`src/rtl/calc_pkg.sv`:
```
// calc_pkg: shared FSM state type, seven-segment patterns (active-low gfedcba) and BCD add-3 helper
package calc_pkg;
  typedef enum logic {IDLE, CONVERT} state_t;
  localparam logic [6:0] SEG_BLANK = 7'b1111111;
  localparam logic [6:0] SEG_0 = 7'b1000000;
  localparam logic [6:0] SEG_1 = 7'b1111001;
  localparam logic [6:0] SEG_2 = 7'b0100100;
  localparam logic [6:0] SEG_3 = 7'b0110000;
  localparam logic [6:0] SEG_4 = 7'b0011001;
  localparam logic [6:0] SEG_5 = 7'b0010010;
  localparam logic [6:0] SEG_6 = 7'b0000010;
  localparam logic [6:0] SEG_7 = 7'b1111000;
  localparam logic [6:0] SEG_8 = 7'b0000000;
  localparam logic [6:0] SEG_9 = 7'b0010000;
  function automatic logic [11:0] add3(input logic [11:0] s);
    for (int i = 0; i < 3; i++)
      add3[4*i+:4] = s[4*i+:4] >= 4'd5 ? s[4*i+:4] + 4'd3 : s[4*i+:4];
  endfunction
endpackage

```
`src/rtl/result_display_if.sv`:
```
// result_display_if: load/value in, busy/bcd status and an/seg/dp display drive; master=producer, slave=display
interface result_display_if;
  logic        load;
  logic [7:0]  value;
  logic        busy;
  logic [11:0] bcd;
  logic [3:0]  an;
  logic [6:0]  seg;
  logic        dp;
  modport master(output load, value, input busy, bcd, an, seg, dp);
  modport slave(input load, value, output busy, bcd, an, seg, dp);
endinterface

```
`src/rtl/bin2bcd_seq.sv`:
```
// bin2bcd_seq: 8-cycle double-dabble converter; ports clk, rst, load, value[7:0] in; busy, bcd[11:0] out
module bin2bcd_seq
  import calc_pkg::*;
(
  input  logic        clk,
  input  logic        rst,
  input  logic        load,
  input  logic [7:0]  value,
  output logic        busy,
  output logic [11:0] bcd
);
  state_t state;
  logic [7:0] sh;
  logic [11:0] sc;
  logic [2:0] cnt;
  logic [19:0] nx;
  always_comb nx = {add3(sc), sh} << 1;
  always_ff @(posedge clk or posedge rst)
    if (rst) begin
      state <= IDLE;
      sh <= '0;
      sc <= '0;
      cnt <= '0;
      busy <= 1'b0;
      bcd <= '0;
    end else if (state == IDLE) begin
      if (load) begin
        sh <= value;
        sc <= '0;
        cnt <= '0;
        busy <= 1'b1;
        state <= CONVERT;
      end
    end else begin
      sc <= nx[19:8];
      sh <= nx[7:0];
      cnt <= cnt + 3'd1;
      if (cnt == 3'd7) begin
        bcd <= nx[19:8];
        busy <= 1'b0;
        state <= IDLE;
      end
    end
endmodule

```
`src/rtl/result_display.sv`:
```
// result_display: binary->BCD plus 4-digit multiplexed 7-seg drive; ports clk, rst, bus (load/value in; busy/bcd/an/seg/dp out)
module result_display
  import calc_pkg::*;
#(
  parameter int REFRESH_BITS = 16
) (
  input logic clk,
  input logic rst,
  result_display_if.slave bus
);
  logic [REFRESH_BITS-1:0] cnt;
  logic [1:0] idx;
  logic [3:0] dig;
  logic blank;
  function automatic logic [6:0] seg_of(input logic [3:0] d);
    case (d)
      4'd0: seg_of = SEG_0;
      4'd1: seg_of = SEG_1;
      4'd2: seg_of = SEG_2;
      4'd3: seg_of = SEG_3;
      4'd4: seg_of = SEG_4;
      4'd5: seg_of = SEG_5;
      4'd6: seg_of = SEG_6;
      4'd7: seg_of = SEG_7;
      4'd8: seg_of = SEG_8;
      4'd9: seg_of = SEG_9;
      default: seg_of = SEG_BLANK;
    endcase
  endfunction
  bin2bcd_seq u_conv (
    .clk(clk),
    .rst(rst),
    .load(bus.load),
    .value(bus.value),
    .busy(bus.busy),
    .bcd(bus.bcd)
  );
  always_comb begin
    dig = idx == 2'd0 ? bus.bcd[3:0] : idx == 2'd1 ? bus.bcd[7:4] : bus.bcd[11:8];
    blank = idx == 2'd3 || (idx == 2'd2 && bus.bcd[11:8] == 4'd0) || (idx == 2'd1 && bus.bcd[11:4] == 8'd0);
  end
  always_ff @(posedge clk or posedge rst)
    if (rst) begin
      cnt <= '0;
      idx <= '0;
      bus.an <= 4'b1111;
      bus.seg <= SEG_BLANK;
    end else begin
      cnt <= cnt + 1'b1;
      if (&cnt) idx <= idx + 2'd1;
      bus.an <= ~(4'b0001 << idx);
      bus.seg <= blank ? SEG_BLANK : seg_of(dig);
    end
  assign bus.dp = 1'b1;
endmodule

```
`src/flat_wrapper.sv`:
```
// flat-port wrapper written by rule: the top's interface ports become plain ports
module result_display_flat import calc_pkg::*;
#(
  parameter int REFRESH_BITS = 16
)
  (clk, rst, bus_load, bus_value, bus_busy, bus_bcd, bus_an, bus_seg, bus_dp);
  result_display_if bus_i ();
  input logic clk;
  input logic rst;
  input wire logic [$bits(bus_i.load)-1:0] bus_load;
  input wire logic [$bits(bus_i.value)-1:0] bus_value;
  output wire logic [$bits(bus_i.busy)-1:0] bus_busy;
  output wire logic [$bits(bus_i.bcd)-1:0] bus_bcd;
  output wire logic [$bits(bus_i.an)-1:0] bus_an;
  output wire logic [$bits(bus_i.seg)-1:0] bus_seg;
  output wire logic [$bits(bus_i.dp)-1:0] bus_dp;
  assign bus_i.load = bus_load;
  assign bus_i.value = bus_value;
  assign bus_busy = bus_i.busy;
  assign bus_bcd = bus_i.bcd;
  assign bus_an = bus_i.an;
  assign bus_seg = bus_i.seg;
  assign bus_dp = bus_i.dp;
  result_display #(.REFRESH_BITS(REFRESH_BITS)) u_core (.clk(clk), .rst(rst), .bus(bus_i));
endmodule
```
`config.mk`:
```
export PLATFORM = sky130hd
export DESIGN_NAME = result_display_flat
export DESIGN_NICKNAME = d
export VERILOG_FILES = /design/src/rtl/calc_pkg.sv /design/src/rtl/result_display_if.sv /design/src/rtl/bin2bcd_seq.sv /design/src/rtl/result_display.sv /design/src/flat_wrapper.sv
export SDC_FILE = /design/constraint.sdc
export NUM_CORES = 1
export LEC_CHECK = 0
export BUFFER_PORTS_ARGS = -buffer_cell sky130_fd_sc_hd__buf_4
export CORE_ASPECT_RATIO = 2
export CORE_MARGIN = 2
export CORE_UTILIZATION = 58
export DETAILED_ROUTE_END_ITERATION = 7
export PLACE_DENSITY = 0.79
export SLEW_MARGIN = 15
export SYNTH_ARGS = -nofsm -noshare
export SYNTH_HDL_FRONTEND = slang
export SYNTH_SLANG_ARGS = --single-unit
```
`constraint.sdc`:
```
create_clock -name clk -period 2 [get_ports clk]
set_input_delay 0.2 -clock clk [delete_from_list [all_inputs] [get_ports clk]]
set_output_delay 0.2 -clock clk [all_outputs]
set_load 0.005 [all_outputs]
```
# [Yosys cells after proc, flatten, opt, wreduce, memory -nomap -nowiden]
# Memory sizes are Yosys's and may differ from the RTL's.
# Cells that the tools add are included.
[totals] register_bits=66 latch_bits=0 ramBits=0 romBits=112 in_bits=11 output_inout_bits=25 elab_cells=56 mem_count=1
[classes] addsub=6 mul=0 n_div=0 n_lt_le_gt_ge=3 eq_ne=5 shift=1 muxes=18 bitwise_logic=1 n_reduce_logical=11
[mem_list] memory="(name not given)" depth=16 width=7 rd=1 rd_clocked_by_memory_dff=0 write_ports=0 line="result_display.sv:16" text="case (d)"
[op_table] op="$mux W12" count=2
[op_table] op="$add A16 B1 Y16 const B" count=1
[op_table] op="$mux W4" count=4
[op_table] op="$mux W8" count=2
[op_table] op="$reduce_and A16 Y1" count=1
[op_table] op="$ge A4 B3 Y1 const B" count=3
[op_table] op="$mux W3" count=3
[op_table] op="$add A4 B2 Y4 const B" count=2
[op_table] op="$logic_not A8 Y1" count=1
[op_table] op="$mux W7" count=1
[op_table] op="$mux W1" count=6
[op_table] op="$eq A2 B2 Y1 const B" count=2
[op_table] op="$logic_not A4 Y1" count=1
[op_table] op="$not A4 Y4" count=1
[op_table] op="$reduce_and A2 Y1" count=2
[op_table] op="$shl A1 B2 Y4 const A" count=1
[op_table] op="$add A3 B1 Y3 const B" count=1
[op_table] op="$add A3 B2 Y3 const B" count=1
[op_table] op="$eq A3 B3 Y1 const B" count=1
[op_table] op="$add A2 B1 Y2 const B" count=1
[op_table] op="$eq A2 B1 Y1 const B" count=1
[op_table] op="$logic_and A1 B1 Y1" count=2
[op_table] op="$logic_not A2 Y1" count=1
[op_table] op="$logic_or A1 B1 Y1" count=2
[op_table] op="other kinds (2)" count=2

# [Longest topological paths before layout]
# Gate-level depths: netlist (run 1).
[logic_depth] depth_word=5 depth_mapped=9 mapped_depth_nobuf=8

# [By module]
# A second synthesis (run 1) with hierarchy kept.
[hier_totals] cells_unflattened=332 hier_area_um2=3390.8
[modules_own_cells] module="bin2bcd_seq" instances=1 cells_each=205 area_each_um2=1960.6 seq_area_each_um2=925.9
[modules_own_cells] module="result_display" instances=1 cells_each=127 area_each_um2=1430.1 seq_area_each_um2=739.5

# [Least setup slack after synthesis (run 1)]
# No wires, ideal clock.
[synth_timing] kind="reg-to-reg" start="register u_core.idx[1]" end="register u_core.bus.seg[3]" setup_ns=0.066 arrival_time_ns=1.643 t_required_ns=1.934 slack_ns=0.291 stages_incl_launch_ff=8 path_buffers=1 period_less_slack_ns=1.709 cell_sequence="dfrtp_1 > inv_1 > ha_1 > buf_6 > mux2i_1 > o21ai_2 > or4_1 > nand4_1"
[synth_between] elab_chain_cells=5 word_cells_on_any_way=12 classes_between="eq/ne (3); mux (3); reduce/logical (5); memory (1)"
[synth_rtl] item="from (decl)" line="result_display.sv:12" text="logic [1:0] idx;"
[synth_rtl] item="from (signal assigned)" line="result_display.sv:50" text="if (&cnt) idx <= idx + 2'd1;"
[synth_rtl] item="$eq A2 B1 Y1 or $eq A2 B2 Y1 (tied branches)" line="result_display.sv:39, result_display.sv:40"
[synth_rtl] item="$mux W4 or $logic_and A1 B1 Y1 (tied branches)" line="result_display.sv:39, result_display.sv:40"
[synth_rtl] item="$mux W4 or $logic_or A1 B1 Y1 (tied branches)" line="result_display.sv:39, result_display.sv:40"
[synth_rtl] item="$mem_v2 Z16 W7 or $logic_or A1 B1 Y1 (tied branches)"
[synth_rtl] item="$mux W7 *" line="result_display.sv:52" text="bus.seg <= blank ? SEG_BLANK : seg_of(dig);"
[synth_rtl] item="to (signal assigned)" line="result_display.sv:52"
[synth_rtl] item="to (decl)" line="result_display_if.sv:11" text="modport slave(input load, value, output busy, bcd, an, seg, dp);"
# Every way passes the cells marked *; elsewhere a longest branch is shown, timed or not.
# A chain may end at the register's enable or synchronous reset.

# [Worst setup path after layout (run 1)]
# Same ends and word-level chain as after synthesis.

==> results by group, run 1 <==
Status
  – Outcome: complete, no violations

Critical path
  – Crit path cell chain: inv_1 > ha_4 > mux2i_1 > o21ai_2 > or4_1 > nand4_1
  – R2R Path End: u_core.bus.seg[3]$_DFF_PP1_
  – Longest individual stage delay on the worst path: 0.49 ns
  – Critical path peak fanout: 7
  – Crit path DAT: 2.12 ns
  – WP buf/inv: 1
  – WP data required: 2.30 ns
  – Crit. End Element: flip-flop
  – Worst r2r path cells: 6
  – Largest delay share family, worst path: simple AND/OR/NAND/NOR gates
  – Slowest CP cell: or4_1
  – R2r startpoint: u_core.idx[1]$_DFFE_PP0P_
  – Worst path depth: 6
  – Startpoint Class: flip-flop
  – WS Path Type: flip-flop to flip-flop
  – R2R Setup Slk: 0.17 ns

Global route
  – Met3 Usage GRT: 5.14%
  – GR peak layer: met2
  – Met1 GRT Util: 25.5%
  – GRT Residual Overflow: 0
  – First-pass GRT wire length: 9890 µm
  – Initial antenna violation count: 0
  – Vias in the first global route: 2127
  – Met2 usage: 35.1%
  – Largest net degree at the start of global routing: 49
  – Total GRT Usage: 21.2%

Floorplanning
  – DIE WIDTH: 56.1 µm
  – Top-Level Pins: 36
  – # rows: 38
  – Die Y: 108 µm
  – Starting Density: 59.1%
  – Core area: 5330 µm²
  – Die ar.: 6070 µm²

Cells and area
  – Register area: 1670 µm²
  – # fillers: 407
  – Share of cells above drive strength 1: 24.2%
  – Area of the multi-input gates: 1380 µm²
  – # nets final: 350
  – Area grow syn2layout: 17.9%
  – N_diodes: 0

Synth
  – Mean Syn Cell Area: 11.0 µm²
  – Post-synth top area cell: dfrtp_1
  – Top_reg_cell synth: dfrtp_1
  – Distinct cells, synth: 44
  – Synth warnings: 0
  – Cells after synthesis: 287
  – Async S/R FF share, synth: 100%
  – Top post-synthesis cells by area: dfrtp_1 44%, dfstp_2 9.2%, mux2i_1 7.0%, ha_1 5.6%, xnor2_1 4.7%
  – Synth top area share: 43.7%
  – Mapped Area: 3150 µm²
  – Syn Nets: 312
  – Synthesis-stage register bit count: 66
  – Post-synth EDFFs: 0
  – Sequential-to-total area share from yosys stat: 52.9%

Routing
  – Via count: 2165
  – Number of vias per cell: 5.55
  – WL per Instance: 15.0 µm
  – ANT nets after route: 0
  – DRC: 0
  – First DRT Iteration DRCs: 109
  – Routed wire length: 5840 µm
  – DRT Pass-1 Iters: 6

Min path
  – Hold endpoint: u_core.u_conv.sh[0]$_DFFE_PP0P_
  – HP Class: primary input to flip-flop
  – Hold Crit Start: bus_value[0]
  – Cell depth of the worst min-delay path: 3

Placed design
  – HPWL after DPL: 4230 µm
  – IO Port Bufs: 34
  – GPL Wtd Cong: 0.842

Clock tree
  – Longest Clk Path Bufs: 2
  – CTS Buf Count: 9
  – H-tree depth: 3
  – Skew-Pair Late Insertion Delay: 0.36 ns
  – CTS tree: yes
  – Root Buffer: clkbuf_8
  – Reg clk slew, reported paths: 0.07 ns
  – Post-CTS Setup Bufs: 0
  – Clk sinks: 66

STA
  – Slew @ Worst Pin: 0.597 ns
  – Setup_tns: 0 ns
  – RSZ-0062 raised after global routing: no
  – Final period utilization: 91.4%
  – Slew Limit Headroom: 59.7%
  – Min Tclk post-route: 1.83 ns
  – Fin. max-slew vios: 0
  – Setup Viol. Count Final: 0
  – Max Clock Skew: 0.0113 ns
  – F_max: 547 MHz
  – Hold Vio Cnt, Final: 0

Power and ir drop
  – Total Power: 5.32 mW
  – Max VDD drop: 1.27 mV
  – PwrDens: 1430 nW/µm²
  – P_leak: 1.78 nW

Run
  – MaxCap Viol Count: 0
-- cells in the mapped netlist, types with 3 or more instances --
master     n
dfrtp_1   55
nand2_1   36
mux2i_1   22
o21ai_0   22
xnor2_1   17
inv_1     15
ha_1      14
a21oi_1   13
dfstp_2   11
nand3_1    7
clkbuf_1   6
nor3b_1    6
a21o_1     5
mux2_2     5
nor2_1     5
nand2b_1   4
and3_1     3
and4_1     3
buf_2      3
o21a_1     3
-- worst max-delay path by stage --
stage	start	to
after floorplan	rst	u_core.cnt[0]$_DFF_PP0_
after global placement	u_core.idx[1]$_DFFE_PP0P_	u_core.bus.seg[6]$_DFF_PP1_
after detailed placement	u_core.idx[1]$_DFFE_PP0P_	u_core.bus.seg[3]$_DFF_PP1_
after CTS	u_core.idx[1]$_DFFE_PP0P_	u_core.bus.seg[3]$_DFF_PP1_
after global routing	u_core.idx[0]$_DFFE_PP0P_	u_core.bus.seg[5]$_DFF_PP1_
final	u_core.idx[1]$_DFFE_PP0P_	u_core.bus.seg[3]$_DFF_PP1_
-- cells by family after synthesis --
group	Yosys count	share of synthesized area, %
compound gates	56	11.1
fa+ha+maj	14	5.57
xor+xnor	19	5.29
other cells	1	0.119
mux	28	9.14
flops	66	52.9
buf+inv	28	3.94
simple gates	75	12.0
-- metrics by stage --
stage	utilization [%]	instance area (µm²)	hold slack, ns	instances	worst slack (ns)
2_1_floorplan	-	3150	0.356	287	0.163
3_3_place_gp	64.9	3460	0.216	373	0.185
3_5_place_dp	64.9	3460	0.221	373	0.0953
4_1_cts	69.3	3690	0.0875	390	0.0571
5_1_grt	69.7	3710	0.139	390	0.0401
6_report	69.7	3710	0.0930	390	0.172
-- tightest hold or removal path, stage by stage --
cell and delay [ns]:
buf_4 0.07, mux2i_1 0.05, nor2_1 0.08
-- power by group --
part           internal (mW)  total, mW  switching [mW]
combinational          0.957       1.97            1.01
sequential              1.79       2.10           0.305
clock                  0.711       1.25           0.541
total                   3.46       5.32            1.86
-- state kept, by name (all words and copies together) (netlist names) --
name / flops
u_core.bus.an: 4
u_core.bus.seg: 7
u_core.cnt: 16
u_core.idx: 2
u_core.u_conv.bcd: 12
u_core.u_conv.busy: 1
u_core.u_conv.cnt: 3
u_core.u_conv.sc: 12
u_core.u_conv.sh: 8
u_core.u_conv.state: 1
-- metal layers --
layer / routed length [µm] / share of wire (%)
met5: 0 / 0
met4: 129 / 2.2
met3: 216 / 3.7
met2: 3030 / 52
met1: 2460 / 42
-- timing repair --
item,4_1_cts,5_1_grt
hold endpoints to repair,18,0
resized for setup,0,4
hold buffers,1,0
setup endpoints to repair,0,4
-- layout by cell type (no fill, tap or decap), types with 5 or more instances in the layout --
master / n
a21oi_1: 13
buf_4: 37
mux2i_1: 22
nor3b_1: 6
dfrtp_1: 55
inv_1: 14
ha_1: 12
nor2_1: 5
xnor2_1: 17
o21ai_0: 22
mux2_2: 5
clkbuf_8: 9
dfstp_2: 11
a21o_1: 5
nand2_1: 36
nand3_1: 7
-- final cells by class --
class                           instances  share of cell area (%)
Sequential cell                        66                    44.9
Multi-Input combinational cell        193                    37.1
Timing Repair Buffer                   39                    8.29
Clock buffer                            9                    3.34
Clock inverter                          7                    2.73
Tap cell                               60                    2.02
Inverter                               16                    1.62
Power figures use the tool's default switching activity.
==> run 2, diff against run 1 <==
--- a/config.mk
+++ b/config.mk
@@ -7,10 +7,10 @@
 export LEC_CHECK = 0
 export BUFFER_PORTS_ARGS = -buffer_cell sky130_fd_sc_hd__buf_4
 export CORE_ASPECT_RATIO = 2
-export CORE_MARGIN = 2
 export CORE_UTILIZATION = 58
 export DETAILED_ROUTE_END_ITERATION = 7
 export PLACE_DENSITY = 0.79
+export SKIP_LAST_GASP = 1
 export SLEW_MARGIN = 15
 export SYNTH_ARGS = -nofsm -noshare
 export SYNTH_HDL_FRONTEND = slang
==> run 2 against run 1 <==
Largest power group unchanged. Global-route usage up 2.4 points. Via count is 1.7% higher. Die area shrank 5.3%. Largest cell class unchanged. Core utilization rose by 1.1 points. Combinational power rose by 2%. Flip-flop and latch count unchanged. Routed wire length hardly changed. Fmax decreased by 1.9%. Cell count up 0.51%. Worst setup slack lost 0.035 ns.
==> results by group, run 2 (synthesized netlist as in run 1, its figures left out) <==
STA
  – Min Tclk post-route: 1.86 ns (was 1.83 ns)
  – F_max: 537 MHz (was 547 MHz)
  – Setup Viol. Count Final: 0 (unchanged)
  – RSZ-0062 raised after global routing: no (unchanged)
  – WHS: 0.106 ns (was 0.0930 ns)
  – Setup_tns: 0 ns (unchanged)
  – Slew @ Worst Pin: 0.777 ns (was 0.597 ns)
  – Max Clock Skew: 0.00824 ns (was 0.0113 ns)
  – Slew Limit Headroom: 47.5% (was 59.7%)
  – Hold Vio Cnt, Final: 0 (unchanged)
  – Final period utilization: 93.1% (was 91.4%)
  – Fin. max-slew vios: 0 (unchanged)

Cells and area
  – N_diodes: 0 (unchanged)
  – # fillers: 393 (was 407)
  – # nets final: 354 (was 350)
  – Largest reg by FF count: u_core.cnt (unchanged)
  – Largest registers: u_core.cnt (16), u_core.u_conv.bcd (12), u_core.u_conv.sc (12) (unchanged)
  – Most frequent cells in the layout: 55 x dfrtp_1, 41 x buf_4, 36 x nand2_1 (was 55 x dfrtp_1, 37 x buf_4, 36 x nand2_1)
  – Layout Cell Area excl Fill: 3670 µm² (was 3710 µm²)
  – Largest register FFs: 16 (unchanged)
  – Commonest non-fill, non-tap cell in the layout: dfrtp_1 (unchanged)
  – Area grow syn2layout: 16.6% (was 17.9%)
  – Share of cells above drive strength 1: 24.0% (was 24.2%)

Clock tree
  – H-tree depth: 3 (unchanged)
  – Root Buffer: clkbuf_8 (unchanged)
  – Skew-Pair Late Insertion Delay: 0.35 ns (was 0.36 ns)
  – Clk sinks: 66 (unchanged)
  – CTS Buf Count: 9 (unchanged)
  – Longest Clk Path Bufs: 2 (unchanged)
  – CTS tree: yes (unchanged)
  – Reg clk slew, reported paths: 0.07 ns (about the same)

Routing
  – Number of vias per cell: 5.62 (was 5.55)
  – First DRT Iteration DRCs: 50 (was 109)
  – DRC: 0 (unchanged)
  – ANT nets after route: 0 (unchanged)
  – Via count: 2202 (was 2165)
  – WL per Instance: 14.9 µm (was 15.0 µm)
  – DRT Pass-1 Iters: 4 (was 6)
  – Routed wire length: 5840 µm (about the same)

Global route
  – Total GRT Usage: 23.6% (was 21.2%)
  – Vias in the first global route: 2230 (was 2127)
  – Largest net degree at the start of global routing: 30 (was 49)
  – First-pass GRT wire length: 9600 µm (was 9890 µm)
  – GRT Residual Overflow: 0 (unchanged)
  – Initial antenna violation count: 0 (unchanged)

Power and ir drop
  – Max VDD drop: 0.890 mV (was 1.27 mV)
  – Total Power: 5.07 mW (was 5.32 mW)
  – PwrDens: 1380 nW/µm² (was 1430 nW/µm²)
  – Power Internal: 3.27 mW (was 3.46 mW)
  – Clock power share: 18.9% (was 23.5%)
  – Net Sw Frac: 35.5% (was 34.9%)
  – P_leak: 1.77 nW (was 1.78 nW)
  – Comb power frac: 39.5% (was 37.0%)
  – Sw Pwr: 1.80 mW (was 1.86 mW)
  – Flop pwr share: 41.5% (was 39.5%)

Floorplanning
  – Top-Level Pins: 36 (unchanged)
  – # rows: 37 (was 38)
  – Starting Density: 60.7% (was 59.1%)
  – Die Y: 106 µm (was 108 µm)
  – Core area: 5180 µm² (was 5330 µm²)
  – Die ar.: 5740 µm² (was 6070 µm²)
  – DIE WIDTH: 54.1 µm (was 56.1 µm)

Critical path
  – WP data required: 2.28 ns (was 2.30 ns)
  – Longest individual stage delay on the worst path: 0.41 ns (was 0.49 ns)
  – Crit. End Element: flip-flop (unchanged)
  – Slowest CP cell: dfrtp_1 (was or4_1)
  – WS Path Type: flip-flop to flip-flop (unchanged)
  – Crit path cell chain: inv_1 > ha_2 > mux2i_1 > o21a_1 > inv_1 > ha_1 > a21o_1 > nand4_1 (was inv_1 > ha_4 > mux2i_1 > o21ai_2 > or4_1 > nand4_1)
  – Crit path DAT: 2.15 ns (was 2.12 ns)
  – Cell mode on critical path: inv_1
  – Critical path peak fanout: 5 (was 7)
  – Startpoint Class: flip-flop (unchanged)

Min path
  – HP Class: primary input to flip-flop (unchanged)

Placed design
  – IO Port Bufs: 34 (unchanged)
  – HPWL after DPL: 4400 µm (was 4230 µm)
  – GPL Wtd Cong: 0.979 (was 0.842)
  – DP Area: 3480 µm² (was 3460 µm²)

Run
  – MaxCap Viol Count: 0 (unchanged)

Status
  – Outcome: complete, no violations (unchanged)
==> run 2: changes by cell type in the layout (fill, tap and decap cells not counted), moves of 2 or more <==
cell	delta
buf_4	+4
clkbuf_1	+4
bufinv_16	-2
inv_6	-2
==> run 2: repair_timing <==
item,4_1_cts,5_1_grt
gates resized for setup,0,3
hold buffers,1,0
setup buffers,0,0
endpoints found under the hold margin,7,0
endpoints found under the setup margin,0,4
==> run 2: layout make-up <==
type                    count  area [µm²]  share of cell area, %
clock buffers              14         153                   4.16
clock inverters             2        12.5                  0.341
inverters                  16        60.1                   1.64
multi-input cells         193        1370                   37.3
flip-flops and latches     66        1670                   45.4
well taps                  58        72.6                   1.98
repair buffers             43         338                   9.21
==> run 2: critical path, delay by kind of cell, from the launching register on <==
family | cells | cell delay, ns
fa+ha+maj | 2 | 0.55
simple gates | 1 | 0.08
buf+inv | 2 | 0.18
compound gates | 2 | 0.37
mux | 1 | 0.21
flops | 1 | 0.41
==> run 2: worst paths after layout <==
path	startpoint	slack (ns)	cells past startpoint	endpoint
max in group asynchronous	rst	0.93	4	u_core.bus.an[2]$_DFF_PP1_
setup / recovery	u_core.idx[1]$_DFFE_PP0P_	0.14	8	u_core.bus.seg[3]$_DFF_PP1_
min in group asynchronous	rst	0.40	3	u_core.u_conv.bcd[10]$_DFFE_PP0P_
hold / removal	bus_value[0]	0.11	3	u_core.u_conv.sh[0]$_DFFE_PP0P_
setup reg to reg	u_core.idx[1]$_DFFE_PP0P_	0.14	8	u_core.bus.seg[3]$_DFF_PP1_
hold reg to reg	u_core.cnt[13]$_DFF_PP0_	0.46	1	u_core.cnt[13]$_DFF_PP0_
==> run 2: metrics by stage <==
step / worst slack [ns] / instances / utilization [%]
floorplan: 0.163 / 287 / -
global placement: 0.153 / 375 / 67.2
detailed placement: 0.0579 / 375 / 67.2
CTS: 0.0423 / 392 / 70.6
global route: 0.0337 / 392 / 70.8
finish: 0.138 / 392 / 70.8
==> run 2: metal layers <==
layer	share of wire (%)	wire (µm)	GRT usage [%]	vias to the layer above
li1	-	-	-	1066
met1	38	2210	24.3	1067
met2	55	3230	40.1	55
met3	3.5	205	6.58	14
met4	3.5	202	13.4	0
met5	0	0	0	-
==> run 2: power groups by stage <==
| stage | combinational, mW | clock [mW] | sequential (mW) |
|---|---|---|---|
| 6_report | 2.01 | 0.960 | 2.10 |
| 5_1_grt | 2.25 | 1.04 | 2.16 |
| 4_1_cts | 2.02 | 0.990 | 2.11 |
| 3_5_place_dp | 2.00 | 0 | 2.13 |
| 3_3_place_gp | 1.92 | 0 | 2.11 |
| 2_1_floorplan | 1.35 | 0 | 2.06 |
==> run 3, diff against run 2 <==
--- a/config.mk
+++ b/config.mk
@@ -6,10 +6,13 @@
 export NUM_CORES = 1
 export LEC_CHECK = 0
 export BUFFER_PORTS_ARGS = -buffer_cell sky130_fd_sc_hd__buf_4
+export CELL_PAD_IN_SITES_DETAIL_PLACEMENT = 0
+export CELL_PAD_IN_SITES_GLOBAL_PLACEMENT = 2
 export CORE_ASPECT_RATIO = 2
-export CORE_UTILIZATION = 58
+export CORE_UTILIZATION = 38
 export DETAILED_ROUTE_END_ITERATION = 7
-export PLACE_DENSITY = 0.79
+export PLACE_DENSITY_LB_ADDON = 0.1
+export RECOVER_POWER = 50
 export SKIP_LAST_GASP = 1
 export SLEW_MARGIN = 15
 export SYNTH_ARGS = -nofsm -noshare
==> run 3 against run 2 <==
Flip-flop and latch count did not move. Critical path depth fell by 1. Worst setup slack got worse by 0.0014 ns. Die area rose by 51%. Global-route usage fell by 6.6 points. Design area rose by 5.2%. First-iteration DRC count rose by 94%. Core utilization fell by 23 points. Routed wire length rose by 9.0%. Largest cell class unchanged.
==> results by group, run 3 (synthesized netlist as in run 1, its figures left out) <==
Critical path
  – Critical path launch point: u_core.idx[0]$_DFFE_PP0P_ (was u_core.idx[1]$_DFFE_PP0P_)
  – Startpoint Class: flip-flop (unchanged)
  – Crit path DAT: 2.11 ns (was 2.15 ns)
  – R2R Setup Slk: 0.14 ns (about the same)
  – WP data required: 2.25 ns (was 2.28 ns)
  – Crit. End Element: flip-flop (unchanged)
  – WS Path Type: flip-flop to flip-flop (unchanged)
  – R2r startpoint: u_core.idx[0]$_DFFE_PP0P_ (was u_core.idx[1]$_DFFE_PP0P_)
  – Worst r2r path cells: 7 (was 8)
  – Worst setup path endpoint: u_core.bus.seg[6]$_DFF_PP1_ (was u_core.bus.seg[3]$_DFF_PP1_)
  – R2R Path End: u_core.bus.seg[6]$_DFF_PP1_ (was u_core.bus.seg[3]$_DFF_PP1_)
  – Critical path peak fanout: 11 (was 5)

Clock tree
  – Root Buffer: clkbuf_16 (was clkbuf_8)
  – CTS Buf Count: 9 (unchanged)
  – Longest Clk Path Bufs: 2 (unchanged)
  – Post-CTS Setup Bufs: 0 (unchanged)
  – CTS tree: yes (unchanged)
  – Clk sinks: 66 (unchanged)
  – Skew-Pair Late Insertion Delay: 0.33 ns (was 0.35 ns)
  – H-tree depth: 3 (unchanged)
  – Reg clk slew, reported paths: 0.05 ns (was 0.07 ns)

Cells and area
  – # nets final: 356 (was 354)
  – Largest registers: u_core.cnt (16), u_core.u_conv.bcd (12), u_core.u_conv.sc (12) (unchanged)
  – N_diodes: 0 (unchanged)
  – Register area: 1670 µm² (unchanged)
  – Area grow syn2layout: 22.7% (was 16.6%)
  – Share of cells above drive strength 1: 23.5% (was 24.0%)
  – Area of the multi-input gates: 1370 µm² (about the same)
  – # fillers: 756 (was 393)
  – Largest reg by FF count: u_core.cnt (unchanged)
  – Most frequent cells in the layout: 55 x dfrtp_1, 36 x nand2_1, 34 x buf_4 (was 55 x dfrtp_1, 41 x buf_4, 36 x nand2_1)
  – Post-Layout Cell Count: 432 (was 392)
  – Commonest non-fill, non-tap cell in the layout: dfrtp_1 (unchanged)
  – Largest register FFs: 16 (unchanged)

Routing
  – Via count: 2177 (was 2202)
  – ANT nets after route: 0 (unchanged)
  – WL per Instance: 14.7 µm (was 14.9 µm)
  – First DRT Iteration DRCs: 97 (was 50)
  – DRT Pass-1 Iters: 4 (unchanged)
  – Routed wire length: 6370 µm (was 5840 µm)
  – Number of vias per cell: 5.04 (was 5.62)
  – DRC: 0 (unchanged)

STA
  – Final period utilization: 93.2% (was 93.1%)
  – F_max: 537 MHz (about the same)
  – Setup_tns: 0 ns (unchanged)
  – Setup Viol. Count Final: 0 (unchanged)
  – Max Clock Skew: 0.00366 ns (was 0.00824 ns)
  – Slew @ Worst Pin: 0.700 ns (was 0.777 ns)
  – RSZ-0062 raised after global routing: no (unchanged)
  – Min Tclk post-route: 1.86 ns (about the same)
  – WHS: 0.110 ns (was 0.106 ns)
  – Fin. max-slew vios: 0 (unchanged)
  – Slew Limit Headroom: 53.3% (was 47.5%)
  – Hold Vio Cnt, Final: 0 (unchanged)

Floorplanning
  – Top-Level Pins: 36 (unchanged)
  – # rows: 46 (was 37)
  – Starting Density: 39.3% (was 60.7%)
  – Core area: 8000 µm² (was 5180 µm²)
  – Die ar.: 8670 µm² (was 5740 µm²)
  – Die Y: 131 µm (was 106 µm)
  – DIE WIDTH: 66.3 µm (was 54.1 µm)

Run
  – MaxCap Viol Count: 0 (unchanged)

Power and ir drop
  – P_leak: 1.84 nW (was 1.77 nW)
  – PwrDens: 1470 nW/µm² (was 1380 nW/µm²)
  – Net Sw Frac: 32.6% (was 35.5%)
  – Comb power frac: 34.5% (was 39.5%)
  – Clock power share: 27.9% (was 18.9%)
  – Flop pwr share: 37.6% (was 41.5%)
  – Max VDD drop: 0.787 mV (was 0.890 mV)
  – Sw Pwr: 1.85 mW (was 1.80 mW)
  – Total Power: 5.66 mW (was 5.07 mW)
  – Power Internal: 3.81 mW (was 3.27 mW)

Global route
  – Initial antenna violation count: 0 (unchanged)
  – Vias in the first global route: 2209 (was 2230)
  – Largest net degree at the start of global routing: 35 (was 30)
  – Total GRT Usage: 17.0% (was 23.6%)
  – First-pass GRT wire length: 10700 µm (was 9600 µm)
  – GRT Residual Overflow: 0 (unchanged)

Placed design
  – IO Port Bufs: 34 (unchanged)
  – GPL Wtd Cong: 0.742 (was 0.979)
  – Dpl cells: 415 (was 375)
  – HPWL after DPL: 4710 µm (was 4400 µm)

Status
  – Outcome: complete, no violations (unchanged)

Min path
  – HP Class: primary input to flip-flop (unchanged)
run 3: cell count changes in the layout (fill, tap and decap cells not counted), moves of 6 or more:
cell,before,now
buf_4,41,34
clkbuf_8,10,2
clkbuf_4,0,6
clkbuf_16,0,9
run 3: cell type report:
class	count	share of cell area [%]
clock buffers	14	6.84
clock inverters	2	0.908
inverters	16	1.56
multi-input cells	193	35.6
flip-flops and latches	66	43.1
well taps	96	3.11
repair buffers	45	8.88
run 3: through the flow:
step / cell area [µm²] / util, % / worst slack (ns)
detailed placement: 3550 / 44.3 / 0.0543
global route: 3860 / 48.2 / 0.0115
CTS: 3850 / 48.2 / 0.0420
finish: 3860 / 48.2 / 0.136
global placement: 3550 / 44.3 / 0.114
floorplan: 3150 / - / 0.163
run 3: what timing repair did:
action	in CTS	in global routing
hold buffers	1	0
endpoints found under the setup margin	0	5
resized for setup	0	3
endpoints found under the hold margin	14	0
run 3: worst max-delay path, stage by stage (launching register included):
cell     delay, ns
dfrtp_1       0.42
inv_1         0.14
ha_2          0.33
o21a_1        0.24
inv_1         0.09
ha_1          0.18
nor3_1        0.24
a22oi_1       0.13
run 3: power groups by stage:
| stage | sequential, mW | combinational [mW] | clock (mW) |
|---|---|---|---|
| after global placement | 2.16 | 1.98 | 0 |
| after floorplan | 2.06 | 1.35 | 0 |
| after CTS | 2.14 | 2.02 | 1.62 |
| final | 2.12 | 1.95 | 1.58 |
| after global routing | 2.19 | 2.23 | 1.70 |
| after detailed placement | 2.16 | 2.01 | 0 |
run 3: worst min path at each step:
stage,start,end,cells past startpoint
after floorplan,bus_value[0],u_core.u_conv.sh[0]$_DFFE_PP0P_,2
after global placement,rst,u_core.cnt[13]$_DFF_PP0_,2
after detailed placement,rst,u_core.cnt[13]$_DFF_PP0_,2
after CTS,bus_value[0],u_core.u_conv.sh[0]$_DFFE_PP0P_,3
after global routing,bus_value[3],u_core.u_conv.sh[3]$_DFFE_PP0P_,3
final,bus_value[0],u_core.u_conv.sh[0]$_DFFE_PP0P_,3
run 3: per-layer routing:
| metal | part of all wire [%] | global-route usage (%) | vias up |
|---|---|---|---|
| li1 | - | - | 1083 |
| met1 | 41 | 18.6 | 1046 |
| met2 | 54 | 30.0 | 40 |
| met3 | 3.1 | 4.08 | 8 |
| met4 | 2.0 | 8.26 | 0 |
| met5 | 0 | 0 | - |
